File: config.mk
export PLATFORM = sky130hd
export DESIGN_NAME = apb2axi_issue_queue
export DESIGN_NICKNAME = d
export VERILOG_FILES = /design/src/rtl/apb2axi_issue_queue.sv
export SDC_FILE = /design/constraint.sdc
export NUM_CORES = 1
export LEC_CHECK = 0
export BUFFER_PORTS_ARGS = -buffer_cell sky130_fd_sc_hd__buf_2
export CAP_MARGIN = 20
export CORE_ASPECT_RATIO = 1.1
export CORE_MARGIN = 1.5
export CORE_UTILIZATION = 53
export DETAILED_ROUTE_END_ITERATION = 10
export PLACE_DENSITY = 0.75
export SYNTH_ARGS = -nofsm -noshare
export SYNTH_HDL_FRONTEND = slang
export SYNTH_SLANG_ARGS = --single-unit
File: constraint.sdc
create_clock -name pclk -period 5.99 [get_ports pclk]
set_input_delay 0.599 -clock pclk [delete_from_list [all_inputs] [get_ports pclk]]
set_output_delay 0.599 -clock pclk [all_outputs]
set_load 0.1 [all_outputs]
File: src/rtl/apb2axi_issue_queue.sv
// -----------------------------------------------------------------------------
// apb2axi_issue_queue
//
// Buffers committed transfer descriptors (tag, addr, len, size, direction) in
// a FIFO. Each descriptor is issued as one AXI address-channel request: AR for
// reads, AW for writes. Issue is strictly in FIFO order. It is throttled by a
// count of issued-but-unretired requests, and the response path retires that
// count through cpl_pulse.
//
// Ports:
//   pclk, preset             clock, asynchronous active-high reset
//   in_valid/in_ready        descriptor push handshake
//   in_tag/in_addr/in_len/
//   in_size/in_is_write      descriptor fields
//   ar*/aw*                  AXI read/write address channels (burst is INCR)
//   cpl_pulse                one request retired this cycle
//   fifo_count               entries currently held in the FIFO
//   outstanding              issued-but-unretired request count
//   err_underflow            sticky: cpl_pulse seen while outstanding == 0
// -----------------------------------------------------------------------------
module apb2axi_issue_queue #(
    parameter int FIFO_DEPTH      = 8,
    parameter int TAG_W_P         = 4,
    parameter int ADDR_W_P        = 32,
    parameter int MAX_OUTSTANDING = 8
) (
    input  logic                                 pclk,
    input  logic                                 preset,
    input  logic                                 in_valid,
    output logic                                 in_ready,
    input  logic [TAG_W_P-1:0]                   in_tag,
    input  logic [ADDR_W_P-1:0]                  in_addr,
    input  logic [7:0]                           in_len,
    input  logic [2:0]                           in_size,
    input  logic                                 in_is_write,
    output logic                                 arvalid,
    input  logic                                 arready,
    output logic [TAG_W_P-1:0]                   arid,
    output logic [ADDR_W_P-1:0]                  araddr,
    output logic [7:0]                           arlen,
    output logic [2:0]                           arsize,
    output logic [1:0]                           arburst,
    output logic                                 awvalid,
    input  logic                                 awready,
    output logic [TAG_W_P-1:0]                   awid,
    output logic [ADDR_W_P-1:0]                  awaddr,
    output logic [7:0]                           awlen,
    output logic [2:0]                           awsize,
    output logic [1:0]                           awburst,
    input  logic                                 cpl_pulse,
    output logic [$clog2(FIFO_DEPTH):0]          fifo_count,
    output logic [$clog2(MAX_OUTSTANDING):0]     outstanding,
    output logic                                 err_underflow
);

    localparam int PTR_W   = $clog2(FIFO_DEPTH);
    localparam int CNT_W   = PTR_W + 1;
    localparam int OUT_W   = $clog2(MAX_OUTSTANDING) + 1;
    // Descriptor packing: {is_write, size, len, addr, tag}
    localparam int ADDR_LO = TAG_W_P;
    localparam int LEN_LO  = TAG_W_P + ADDR_W_P;
    localparam int SIZE_LO = LEN_LO + 8;
    localparam int DESC_W  = SIZE_LO + 3 + 1;
    localparam int HOLD_W  = DESC_W - 1;

    typedef enum logic [1:0] {
        ST_IDLE     = 2'd0,
        ST_ISSUE_AR = 2'd1,
        ST_ISSUE_AW = 2'd2
    } state_t;

    logic [DESC_W-1:0] mem_r [FIFO_DEPTH];
    logic [PTR_W:0]    wr_ptr_r;
    logic [PTR_W:0]    rd_ptr_r;
    logic [CNT_W-1:0]  count_s;
    logic              full_s;
    logic              empty_s;
    logic              push_s;
    logic              pop_s;
    logic [DESC_W-1:0] in_desc_s;
    logic [DESC_W-1:0] head_s;

    state_t            state_r;
    state_t            state_nxt_s;
    logic [HOLD_W-1:0] hold_r;
    logic [1:0]        burst_r;
    logic              arvalid_r;
    logic              awvalid_r;
    logic              arvalid_nxt_s;
    logic              awvalid_nxt_s;
    logic              ar_hs_s;
    logic              aw_hs_s;
    logic              hs_s;

    logic [OUT_W-1:0]  out_r;
    logic              err_r;

    // FIFO occupancy from wrap-bit pointers; full/empty are exact
    assign count_s   = wr_ptr_r - rd_ptr_r;
    assign full_s    = (count_s == CNT_W'(FIFO_DEPTH));
    assign empty_s   = (count_s == {CNT_W{1'b0}});
    // Based on registered occupancy only, so a same-cycle pop never frees a full FIFO
    assign in_ready  = ~preset & ~full_s;
    assign push_s    = in_valid & in_ready;
    assign in_desc_s = {in_is_write, in_size, in_len, in_addr, in_tag};
    assign head_s    = mem_r[rd_ptr_r[PTR_W-1:0]];

    assign ar_hs_s   = arvalid_r & arready;
    assign aw_hs_s   = awvalid_r & awready;
    assign hs_s      = ar_hs_s | aw_hs_s;

    // Descriptor storage; contents need no reset since occupancy is pointer-tracked
    always_ff @(posedge pclk) begin
        if (push_s) begin
            mem_r[wr_ptr_r[PTR_W-1:0]] <= in_desc_s;
        end
    end

    // FIFO read/write pointers
    always_ff @(posedge pclk or posedge preset) begin
        if (preset) begin
            wr_ptr_r <= {(PTR_W+1){1'b0}};
            rd_ptr_r <= {(PTR_W+1){1'b0}};
        end else begin
            if (push_s) begin
                wr_ptr_r <= wr_ptr_r + {{PTR_W{1'b0}}, 1'b1};
            end
            if (pop_s) begin
                rd_ptr_r <= rd_ptr_r + {{PTR_W{1'b0}}, 1'b1};
            end
        end
    end

    // Pop decision: only from IDLE, with data available and issue credit left
    always_comb begin
        if ((state_r == ST_IDLE) && !empty_s && (out_r < OUT_W'(MAX_OUTSTANDING))) begin
            pop_s = 1'b1;
        end else begin
            pop_s = 1'b0;
        end
    end

    // FSM state register
    always_ff @(posedge pclk or posedge preset) begin
        if (preset) begin
            state_r <= ST_IDLE;
        end else begin
            state_r <= state_nxt_s;
        end
    end

    // FSM next-state logic
    always_comb begin
        state_nxt_s = state_r;
        case (state_r)
            ST_IDLE: begin
                if (pop_s) begin
                    state_nxt_s = head_s[DESC_W-1] ? ST_ISSUE_AW : ST_ISSUE_AR;
                end else begin
                    state_nxt_s = ST_IDLE;
                end
            end
            ST_ISSUE_AR: begin
                if (ar_hs_s) begin
                    state_nxt_s = ST_IDLE;
                end else begin
                    state_nxt_s = ST_ISSUE_AR;
                end
            end
            ST_ISSUE_AW: begin
                if (aw_hs_s) begin
                    state_nxt_s = ST_IDLE;
                end else begin
                    state_nxt_s = ST_ISSUE_AW;
                end
            end
            default: state_nxt_s = ST_IDLE;
        endcase
    end

    // FSM output decode: next value of the registered valid flags
    always_comb begin
        arvalid_nxt_s = 1'b0;
        awvalid_nxt_s = 1'b0;
        case (state_r)
            ST_ISSUE_AR: arvalid_nxt_s = ~ar_hs_s;
            ST_ISSUE_AW: awvalid_nxt_s = ~aw_hs_s;
            default: begin
                arvalid_nxt_s = 1'b0;
                awvalid_nxt_s = 1'b0;
            end
        endcase
    end

    // Registered valids; they depend on state and handshake history, never on ready this cycle
    always_ff @(posedge pclk or posedge preset) begin
        if (preset) begin
            arvalid_r <= 1'b0;
            awvalid_r <= 1'b0;
        end else begin
            arvalid_r <= arvalid_nxt_s;
            awvalid_r <= awvalid_nxt_s;
        end
    end

    // Holding register; only reloaded from IDLE, so payload is frozen while valid is up
    always_ff @(posedge pclk or posedge preset) begin
        if (preset) begin
            hold_r  <= {HOLD_W{1'b0}};
            burst_r <= 2'b00;
        end else if (pop_s) begin
            hold_r  <= head_s[HOLD_W-1:0];
            burst_r <= 2'b01;
        end
    end

    // Issued-but-unretired counter; a simultaneous issue and retire cancel out
    always_ff @(posedge pclk or posedge preset) begin
        if (preset) begin
            out_r <= {OUT_W{1'b0}};
        end else begin
            case ({hs_s, cpl_pulse})
                2'b10: out_r <= out_r + {{(OUT_W-1){1'b0}}, 1'b1};
                2'b01: begin
                    if (out_r != {OUT_W{1'b0}}) begin
                        out_r <= out_r - {{(OUT_W-1){1'b0}}, 1'b1};
                    end
                end
                default: out_r <= out_r;
            endcase
        end
    end

    // Sticky underflow flag, cleared only by reset
    always_ff @(posedge pclk or posedge preset) begin
        if (preset) begin
            err_r <= 1'b0;
        end else if (cpl_pulse && (out_r == {OUT_W{1'b0}})) begin
            err_r <= 1'b1;
        end
    end

    assign arvalid       = arvalid_r;
    assign arid          = hold_r[TAG_W_P-1:0];
    assign araddr        = hold_r[ADDR_LO +: ADDR_W_P];
    assign arlen         = hold_r[LEN_LO +: 8];
    assign arsize        = hold_r[SIZE_LO +: 3];
    assign arburst       = burst_r;
    assign awvalid       = awvalid_r;
    assign awid          = hold_r[TAG_W_P-1:0];
    assign awaddr        = hold_r[ADDR_LO +: ADDR_W_P];
    assign awlen         = hold_r[LEN_LO +: 8];
    assign awsize        = hold_r[SIZE_LO +: 3];
    assign awburst       = burst_r;
    assign fifo_count    = count_s;
    assign outstanding   = out_r;
    assign err_underflow = err_r;

endmodule
# Yosys cells after proc, flatten, opt, wreduce, memory -nomap -nowiden
# Memory sizes are Yosys's and may differ from the RTL's.
# Index checks and enable logic that the tools add are counted.
# op_classes
n_addsub,5
magnitude_cmp,1
eq_ne,6
muxes,12
bitwise_logic,9
n_reduce_logical,10
# ops
operator,n
$add A4 B1 Y4 const B,3
$logic_not A4 Y1,2
$pmux W4 S2,1
$mux W1,6
$mux W2,3
$pmux W2 S3,1
$and A1 B1 Y1,4
$eq A2 B1 Y1 const B,2
$eq A2 B2 Y1 const B,2
$eq A4 B4 Y1 const B,1
$lt A4 B4 Y1 const B,1
$mux W4,1
$not A1 Y1,4
$reduce_bool A4 Y1,1
$sub A4 B1 Y4 const B,1
$sub A4 B4 Y4,1
$logic_and A1 B1 Y1,3
$logic_not A2 Y1,1
$ne A2 B2 Y1 const B,1
$reduce_and A2 Y1,1
$reduce_bool A2 Y1,1
$logic_not A1 Y1,1
$or A1 B1 Y1,1
# word_totals
regBits,65
ram_bits,384
in_bits,54
output_inout_bits,110
word_cells,53
memories,1
# memory_table
memory,words,width,rd,rd_clocked_by_memory_dff,wr,line_no,rtl
mem_r,8,48,1,0,1,72,logic [DESC_W-1:0] mem_r [FIFO_DEPTH];

# Longest topological paths before layout
# Gate-level depths: netlist of the first run.
# depth
depth_word,8
mapped_depth,12

# Worst setup path before layout of the first run
# OpenSTA, ideal clock, no wires.
# synth_path
path_kind,register to register
startpoint,reg rd_ptr_r[1]
endpoint,"mem mem_r[2][0] (netlist name), enable pin"
t_arrival_ns,7.331
required_ns,5.467
path_slack_ns,-1.864
stages_incl_launch_ff,11
path_buffers,3
path_cell_list,dfrtp_1 -> buf_4 -> buf_4 -> clkbuf_1 -> inv_1 -> fa_1 -> xor2_1 -> nor3_2 -> a311oi_4 -> nand2b_2 -> nor3b_1
# synth_via
elab_chain_len,7
# synth_rtl
element,line_no,rtl
"start, declared",74,logic [PTR_W:0] rd_ptr_r;
"start signal, assigned",123,rd_ptr_r <= {(PTR_W+1){1'b0}};
"start signal, assigned",129,"rd_ptr_r <= rd_ptr_r + {{PTR_W{1'b0}}, 1'b1};"
$sub A4 B4 Y4,99,assign count_s = wr_ptr_r - rd_ptr_r;
via fifo_count[2],51,"output logic [$clog2(FIFO_DEPTH):0] fifo_count,"
$eq A4 B4 Y1,100,assign full_s = (count_s == CNT_W'(FIFO_DEPTH));
$not A1 Y1,103,assign in_ready = ~preset & ~full_s;
$and A1 B1 Y1,103,
$and A1 B1 Y1,104,assign push_s = in_valid & in_ready;
$mux W1,114,if (push_s) begin
$mux W1 (not written as such),115,mem_r[wr_ptr_r[PTR_W-1:0]] <= in_desc_s;
"end, declared",72,
# The timed path passes the listed nets, and every way through them passes these cells.

# Worst setup path after layout of the first run
# layout_path
startpoint,reg rd_ptr_r[1]
endpoint,"mem mem_r[3][20] (netlist name), enable pin"
# layout_via
elab_chain_len,7
# layout_rtl
element,line_no
$sub A4 B4 Y4,99
$eq A4 B4 Y1,100
$not A1 Y1,103
$and A1 B1 Y1,103
$and A1 B1 Y1,104
$mux W1,114
$mux W1 (not written as such),115
# No other way between the ends.

==> out/metrics.json, run 1 <==
{
  "clkSlewWorstSetupHoldPaths": {"value": 0.07, "unit": "ns"},
  "timing.hold.ws": {"value": 0.0932, "unit": "ns"},
  "cts_resized": {"value": 0},
  "drive_gt1_share": {"value": 32.5, "unit": "%"},
  "synth_adder_area_share": {"value": 0.734, "unit": "%"},
  "global_route_wire_length_before_repair": {"value": 50700, "unit": "microns"},
  "postSynthRegisterBits": {"value": 449},
  "worstSkewPairLatency": {"value": 0.55, "unit": "ns"},
  "synthCells": {"value": 920},
  "hold_wc_path_type": {"value": "input port to async pin"},
  "die-area": {"value": 0.0339, "unit": "sq mm"},
  "synth_enable_flop_cells": {"value": 384},
  "tritoncts": {"value": "done"},
  "final_hold_violating_endpoints": {"value": 0},
  "num_rows": {"value": 69},
  "drt_pass1_iterations": {"value": 5},
  "globalRoute.totalOverflow": {"value": 0},
  "die_h": {"value": 193, "unit": "microns"},
  "ys_seq_area_share": {"value": 75.7, "unit": "%"},
  "fp.dieW": {"value": 176, "unit": "microns"},
  "gp_congestion": {"value": 0.750},
  "fmax": {"value": 237, "unit": "MHz"},
  "cts.sinks": {"value": 449},
  "setup_tns": {"value": 0, "unit": "ns"},
  "finish.net_count": {"value": 1111},
  "port_buffers": {"value": 161},
  "postSynthAreaPerCell": {"value": 18.9, "unit": "sq um"},
  "critPathCaptureType": {"value": "flop"},
  "post-place-cells": {"value": 1429},
  "worst-path-max-fanout": {"value": 49},
  "fin_skew": {"value": 0.0215, "unit": "ns"},
  "detailedRoute.firstIterationViolations": {"value": 616},
  "mostFrequentLayoutCells": {"value": "sky130_fd_sc_hd__edfxtp_1 (384), sky130_fd_sc_hd__buf_2 (161), sky130_fd_sc_hd__nand2_1 (105)"},
  "detail_route.wl_per_cell": {"value": 21.9, "unit": "microns"},
  "post_drt_via_cell_ratio": {"value": 5.66},
  "synthXorXnorAreaFrac": {"value": 0.554, "unit": "%"},
  "outcome": {"value": "complete, no violations"},
  "distinct_cell_type_count_after_synthesis": {"value": 38},
  "drv_cap": {"value": 0},
  "clockRootBuffer": {"value": "sky130_fd_sc_hd__clkbuf_16"},
  "floorplan.initialDensity": {"value": 53.9, "unit": "%"},
  "finalSetupViolCount": {"value": 0},
  "htree_num_levels": {"value": 2},
  "simple_gate_area_share_of_the_yosys_netlist": {"value": 4.21, "unit": "%"},
  "setup_repair_after_global_routing_missed_its_margin": {"value": "false"},
  "crit_required": {"value": 6.20, "unit": "ns"},
  "antennaDiodeCount": {"value": 0},
  "cts_inserted_buffers": {"value": 43},
  "num_vias": {"value": 8545},
  "async_reset_ff_share": {"value": 14.5, "unit": "%"},
  "route.antenna.remaining_nets": {"value": 0},
  "yosys_warnings": {"value": 0},
  "ys_dominant_reg_cell": {"value": "sky130_fd_sc_hd__edfxtp_1"},
  "detail_route.wirelength": {"value": 33100, "unit": "microns"},
  "setup.worst_path.start_class": {"value": "flop"},
  "max-slew-margin-rel": {"value": 32.3, "unit": "%"},
  "post_synth_instance_area": {"value": 0.0174, "unit": "sq mm"},
  "final_period_minus_worst_setup_slack": {"value": 4.22, "unit": "ns"},
  "mostFrequentLayoutCell": {"value": "sky130_fd_sc_hd__edfxtp_1"},
  "post-dp-hpwl": {"value": 18700, "unit": "microns"},
  "final_max_slew_viol_count": {"value": 0},
  "main_combinational_cell_family_by_area_after_synthesis": {"value": "multiplexers"},
  "hold_buffers": {"value": 0},
  "worstPathArrival": {"value": 4.43, "unit": "ns"},
  "synth_compound_area_share": {"value": 2.55, "unit": "%"},
  "synth.mux.area_fraction": {"value": 12.6, "unit": "%"},
  "post-cts-setup-buffers": {"value": 0},
  "tightest_slew": {"value": 1.01, "unit": "ns"},
  "antenna_found_initial": {"value": 2},
  "pin_count": {"value": 164},
  "first_global_vias": {"value": 8576},
  "gr-usage-all-layers": {"value": 20.0, "unit": "%"},
  "layoutNonFillerInstCount": {"value": 1509},
  "fin_crit_sh": {"value": 70.5, "unit": "%"},
  "fp.coreArea": {"value": 0.0323, "unit": "sq mm"},
  "worst-setup-path-type": {"value": "flop to flop"},
  "grt_max_degree": {"value": 81},
  "drc": {"value": 0},
  "areaGrowthSynthToFinish": {"value": 13.3, "unit": "%"},
  "cts.path.max_buffers": {"value": 3}
}
[cell type report]
cell class                 instances  area [sq um]
sequential                       449         13200
timing repair buffer             177           963
multi-input combinational        366          3680
clock inverter                    13           105
tap                              426           533
fill                            2296         12600
inverter                          11          42.5
clock buffer                      67          1220
[per-layer routing]
metal	GRT usage, %	vias up	share of wire (%)
li1	-	3790	-
met1	27.6	4447	43
met2	33.7	260	50
met3	3.31	44	5.2
met4	5.10	4	1.4
met5	0	-	0.082
[worst paths after layout]
kind                          startpoint             to  slack [ns]  depth (start not counted)
min                               preset     hold_r[45]        0.09                          2
min reg2reg                err_underflow  err_underflow        0.45                          1
max in group asynchronous         preset    rd_ptr_r[0]        4.81                          3
max                          rd_ptr_r[1]   mem_r[3][20]        1.77                          8
min in group pclk              cpl_pulse  err_underflow        0.30                          2
max reg2reg                  rd_ptr_r[1]   mem_r[3][20]        1.77                          8
[synthesized netlist by cell type, types with 2 or more instances]
library cell	count	area share, %
sky130_fd_sc_hd__xnor2_1	7	0.35
sky130_fd_sc_hd__or2_2	2	0.072
sky130_fd_sc_hd__edfxtp_1	384	66
sky130_fd_sc_hd__nor2_1	54	1.2
sky130_fd_sc_hd__or3_1	2	0.072
sky130_fd_sc_hd__xor2_1	4	0.20
sky130_fd_sc_hd__a31oi_1	47	1.7
sky130_fd_sc_hd__a21o_1	4	0.17
sky130_fd_sc_hd__clkbuf_1	16	0.35
sky130_fd_sc_hd__nor3b_1	2	0.086
sky130_fd_sc_hd__mux4_2	96	12
sky130_fd_sc_hd__a21oi_1	6	0.17
sky130_fd_sc_hd__buf_4	61	2.6
sky130_fd_sc_hd__ha_1	7	0.50
sky130_fd_sc_hd__dfrtp_1	65	9.4
sky130_fd_sc_hd__fa_1	2	0.23
sky130_fd_sc_hd__nor3_1	4	0.12
sky130_fd_sc_hd__a22oi_1	3	0.13
sky130_fd_sc_hd__o21ai_1	2	0.058
sky130_fd_sc_hd__inv_1	11	0.24
sky130_fd_sc_hd__buf_1	3	0.065
sky130_fd_sc_hd__nand2_1	105	2.3
sky130_fd_sc_hd__o21ai_0	2	0.058
sky130_fd_sc_hd__nand4_1	2	0.072
sky130_fd_sc_hd__buf_2	15	0.43
sky130_fd_sc_hd__mux2_2	2	0.13
[kinds of logic (layout without fill, tap and decap cells)]
kind of cell / after synthesis / count (layout)
compound gates: 67 / 67
xor+xnor: 11 / 11
fa+ha+maj: 9 / 9
buf+inv: 106 / 268
flops: 449 / 449
mux: 98 / 98
other cells: 1 / 2
simple gates: 179 / 179
[through the flow]
stage	area, sq um	util (%)	worst slack, ns
3_5_place_dp	18400	56.9	1.72
6_report	19700	61.0	1.77
3_3_place_gp	18400	56.9	1.84
5_1_grt	19700	61.0	1.52
2_1_floorplan	17500	-	-0.159
4_1_cts	19700	61.0	1.69
[state kept, by name (all words and copies together), names as in the netlist, 2 cells and up]
signal       count
outstanding      4
hold_r          47
state_r          2
wr_ptr_r         4
mem_r          384
rd_ptr_r         4
[worst max-delay path, stage by stage, from the launching register on]
cell                       delay [ns]
sky130_fd_sc_hd__dfrtp_4         0.91
sky130_fd_sc_hd__inv_1           0.21
sky130_fd_sc_hd__fa_1            0.45
sky130_fd_sc_hd__xor2_1          0.24
sky130_fd_sc_hd__nor3_2          0.11
sky130_fd_sc_hd__a311oi_4        0.42
sky130_fd_sc_hd__nand2b_2        0.25
sky130_fd_sc_hd__nor2_4          0.78
sky130_fd_sc_hd__buf_4           0.49
Power of run 1 is left out: the tool's default activity adds up to more than one toggle a clock period on the data nets, which glitch-free logic cannot reach.
==> inputs of run 2 (changes only) <==
- clock period: 5.99 -> 3.8 ns (I/O delays scaled with it)
==> out/metrics.json, run 2 (synthesis results as in run 1) <==
{
  "tritoncts": {"value": "done"},
  "final_max_slew_viol_count": {"value": 0, "change": "unchanged"},
  "post-cts-setup-buffers": {"value": 0, "change": "unchanged"},
  "fp.dieW": {"value": 176, "unit": "microns", "change": "unchanged"},
  "areaGrowthSynthToFinish": {"value": 14.3, "unit": "%"},
  "drv_cap": {"value": 0, "change": "unchanged"},
  "drive_gt1_share": {"value": 34.0, "unit": "%", "change": "+1.5 points"},
  "die-area": {"value": 0.0339, "unit": "sq mm", "change": "unchanged"},
  "tightest_slew": {"value": 1.02, "unit": "ns", "change": "+0.00140 ns"},
  "clkSlewWorstSetupHoldPaths": {"value": 0.06, "unit": "ns", "change": "about the same"},
  "worstPathArrival": {"value": 3.50, "unit": "ns", "change": "-0.93 ns"},
  "floorplan.initialDensity": {"value": 53.9, "unit": "%", "change": "unchanged"},
  "clockRootBuffer": {"value": "sky130_fd_sc_hd__clkbuf_16"},
  "final_period_minus_worst_setup_slack": {"value": 3.34, "unit": "ns", "change": "-0.881 ns"},
  "max-slew-margin-rel": {"value": 32.3, "unit": "%", "change": "about the same"},
  "cts_inserted_buffers": {"value": 43, "change": "unchanged"},
  "final_cell_area": {"value": 0.0199, "unit": "sq mm", "change": "+0.91%"},
  "mostFrequentLayoutCells": {"value": "sky130_fd_sc_hd__edfxtp_1 (384), sky130_fd_sc_hd__buf_2 (161), sky130_fd_sc_hd__nand2_1 (105)"},
  "cts.path.max_buffers": {"value": 3, "change": "unchanged"},
  "fin_skew": {"value": 0.0153, "unit": "ns", "change": "-0.00621 ns"},
  "grt_max_degree": {"value": 103, "change": "+27%"},
  "die_h": {"value": 193, "unit": "microns", "change": "unchanged"},
  "first_global_vias": {"value": 8768, "change": "+2.2%"},
  "num_vias": {"value": 8643, "change": "+1.1%"},
  "worst-setup-path-type": {"value": "flop to flop"},
  "final_hold_violating_endpoints": {"value": 0, "change": "unchanged"},
  "worst-path-max-fanout": {"value": 35, "change": "-29%"},
  "post-dp-hpwl": {"value": 19000, "unit": "microns", "change": "+2.0%"},
  "fin_crit_sh": {"value": 87.9, "unit": "%", "change": "+17 points"},
  "mostFrequentLayoutCell": {"value": "sky130_fd_sc_hd__edfxtp_1"},
  "detail_route.wl_per_cell": {"value": 22.2, "unit": "microns", "change": "+1.1%"},
  "detailedRoute.firstIterationViolations": {"value": 649, "change": "+5.4%"},
  "antenna_found_initial": {"value": 5, "change": "+3"},
  "route.antenna.remaining_nets": {"value": 0, "change": "unchanged"},
  "pin_count": {"value": 164, "change": "unchanged"},
  "largest_reg_flops": {"value": 384, "change": "unchanged"},
  "cts_resized": {"value": 0, "change": "unchanged"},
  "globalRoute.totalOverflow": {"value": 0, "change": "unchanged"},
  "outcome": {"value": "complete, no violations"},
  "worstSkewPairLatency": {"value": 0.54, "unit": "ns", "change": "about the same"},
  "crit_required": {"value": 3.96, "unit": "ns", "change": "-2.24 ns"},
  "setup.worst_path.start_class": {"value": "flop"},
  "hold_wc_path_type": {"value": "input port to flop"},
  "drc": {"value": 0, "change": "unchanged"},
  "detail_route.wirelength": {"value": 33700, "unit": "microns", "change": "+1.8%"},
  "fmax": {"value": 300, "unit": "MHz", "change": "+26%"},
  "critPathCaptureType": {"value": "flop"},
  "cts.sinks": {"value": 449, "change": "unchanged"},
  "setup_repair_after_global_routing_missed_its_margin": {"value": "false"},
  "port_buffers": {"value": 161, "change": "unchanged"},
  "finish.net_count": {"value": 1121, "change": "+0.90%"},
  "post_drt_via_cell_ratio": {"value": 5.69, "change": "+0.48%"},
  "dpl_cell_area": {"value": 0.0185, "unit": "sq mm", "change": "+0.69%"},
  "global_route_wire_length_before_repair": {"value": 51700, "unit": "microns", "change": "+2.1%"},
  "drt_pass1_iterations": {"value": 5, "change": "unchanged"},
  "gp_congestion": {"value": 0.741, "change": "-1.1%"},
  "gr-usage-all-layers": {"value": 20.5, "unit": "%", "change": "+0.46 points"},
  "htree_num_levels": {"value": 2, "change": "unchanged"},
  "fp.coreArea": {"value": 0.0323, "unit": "sq mm", "change": "unchanged"},
  "num_rows": {"value": 69, "change": "unchanged"},
  "finalSetupViolCount": {"value": 0, "change": "unchanged"}
}
-- run 2: changes by cell type in the layout (fill, tap and decap cells not counted), sizes merged --
cell / previous run / this run
bufinv: 1 / 3
dlygate4sd3: 0 / 1
clkbuf: 67 / 58
diode: 0 / 2
clkinv: 10 / 13
clkinvlp: 2 / 5
buf: 177 / 186
inv: 11 / 10
-- run 2: final cells by class --
cell class              instances  area [sq um]
clock inverters                20           180
well taps                     426           533
diodes                          2          5.00
multi-input cells             366          3720
fillers                      2299         12400
repair buffers                187          1070
clock buffers                  58          1150
inverters                      11          48.8
flip-flops and latches        449         13200
-- run 2: metrics by stage --
stage / setup slack (ns) / std cells / util (%) / hold WS [ns] / TNS (ns)
floorplan: -0.536 / 921 / - / 0.457 / -131.83
global placement: 0.550 / 1437 / 57.3 / 0.442 / 0
detailed placement: 0.468 / 1437 / 57.3 / 0.442 / 0
CTS: 0.457 / 1515 / 61.5 / 0.0465 / 0
global route: 0.310 / 1517 / 61.6 / 0.0536 / 0
finish: 0.461 / 1519 / 61.6 / 0.0698 / 0
-- run 2: final timing paths --
path / slack [ns] / cells past startpoint / to / from
max in group asynchronous: 2.58 / 5 / wr_ptr_r[0] / preset
min in group asynchronous: 0.33 / 3 / outstanding[3] / preset
worst min-delay path: 0.07 / 2 / err_underflow / cpl_pulse
worst max register to register: 0.46 / 10 / mem_r[0][21] / wr_ptr_r[0]
worst min register to register: 0.45 / 1 / err_underflow / err_underflow
worst max-delay path: 0.46 / 10 / mem_r[0][21] / wr_ptr_r[0]
-- run 2: timing repair --
item                                   in CTS  in global routing
hold buffers                                0                  1
setup endpoints to repair                   0                  0
endpoints found under the hold margin       0                  5
-- run 2: routing by layer --
layer	track usage [%]	vias to the layer above	routed length, microns
met1	28.4	4502	14200
met2	33.7	277	16600
li1	-	3804	-
met3	4.16	54	2180
met4	5.33	6	567
met5	0	-	31
-- run 2: critical path: stages (launching register included) --
cell and delay, ns:
sky130_fd_sc_hd__dfrtp_2 0.52, sky130_fd_sc_hd__inv_4 0.15, sky130_fd_sc_hd__ha_4 0.15, sky130_fd_sc_hd__inv_2 0.04, sky130_fd_sc_hd__fa_2 0.39, sky130_fd_sc_hd__xor2_4 0.18, sky130_fd_sc_hd__nor3_4 0.08, sky130_fd_sc_hd__a311oi_4 0.52
sky130_fd_sc_hd__nand2b_4 0.17, sky130_fd_sc_hd__nor3_4 0.22, sky130_fd_sc_hd__buf_4 0.46
Power of run 2 is left out for the same reason.
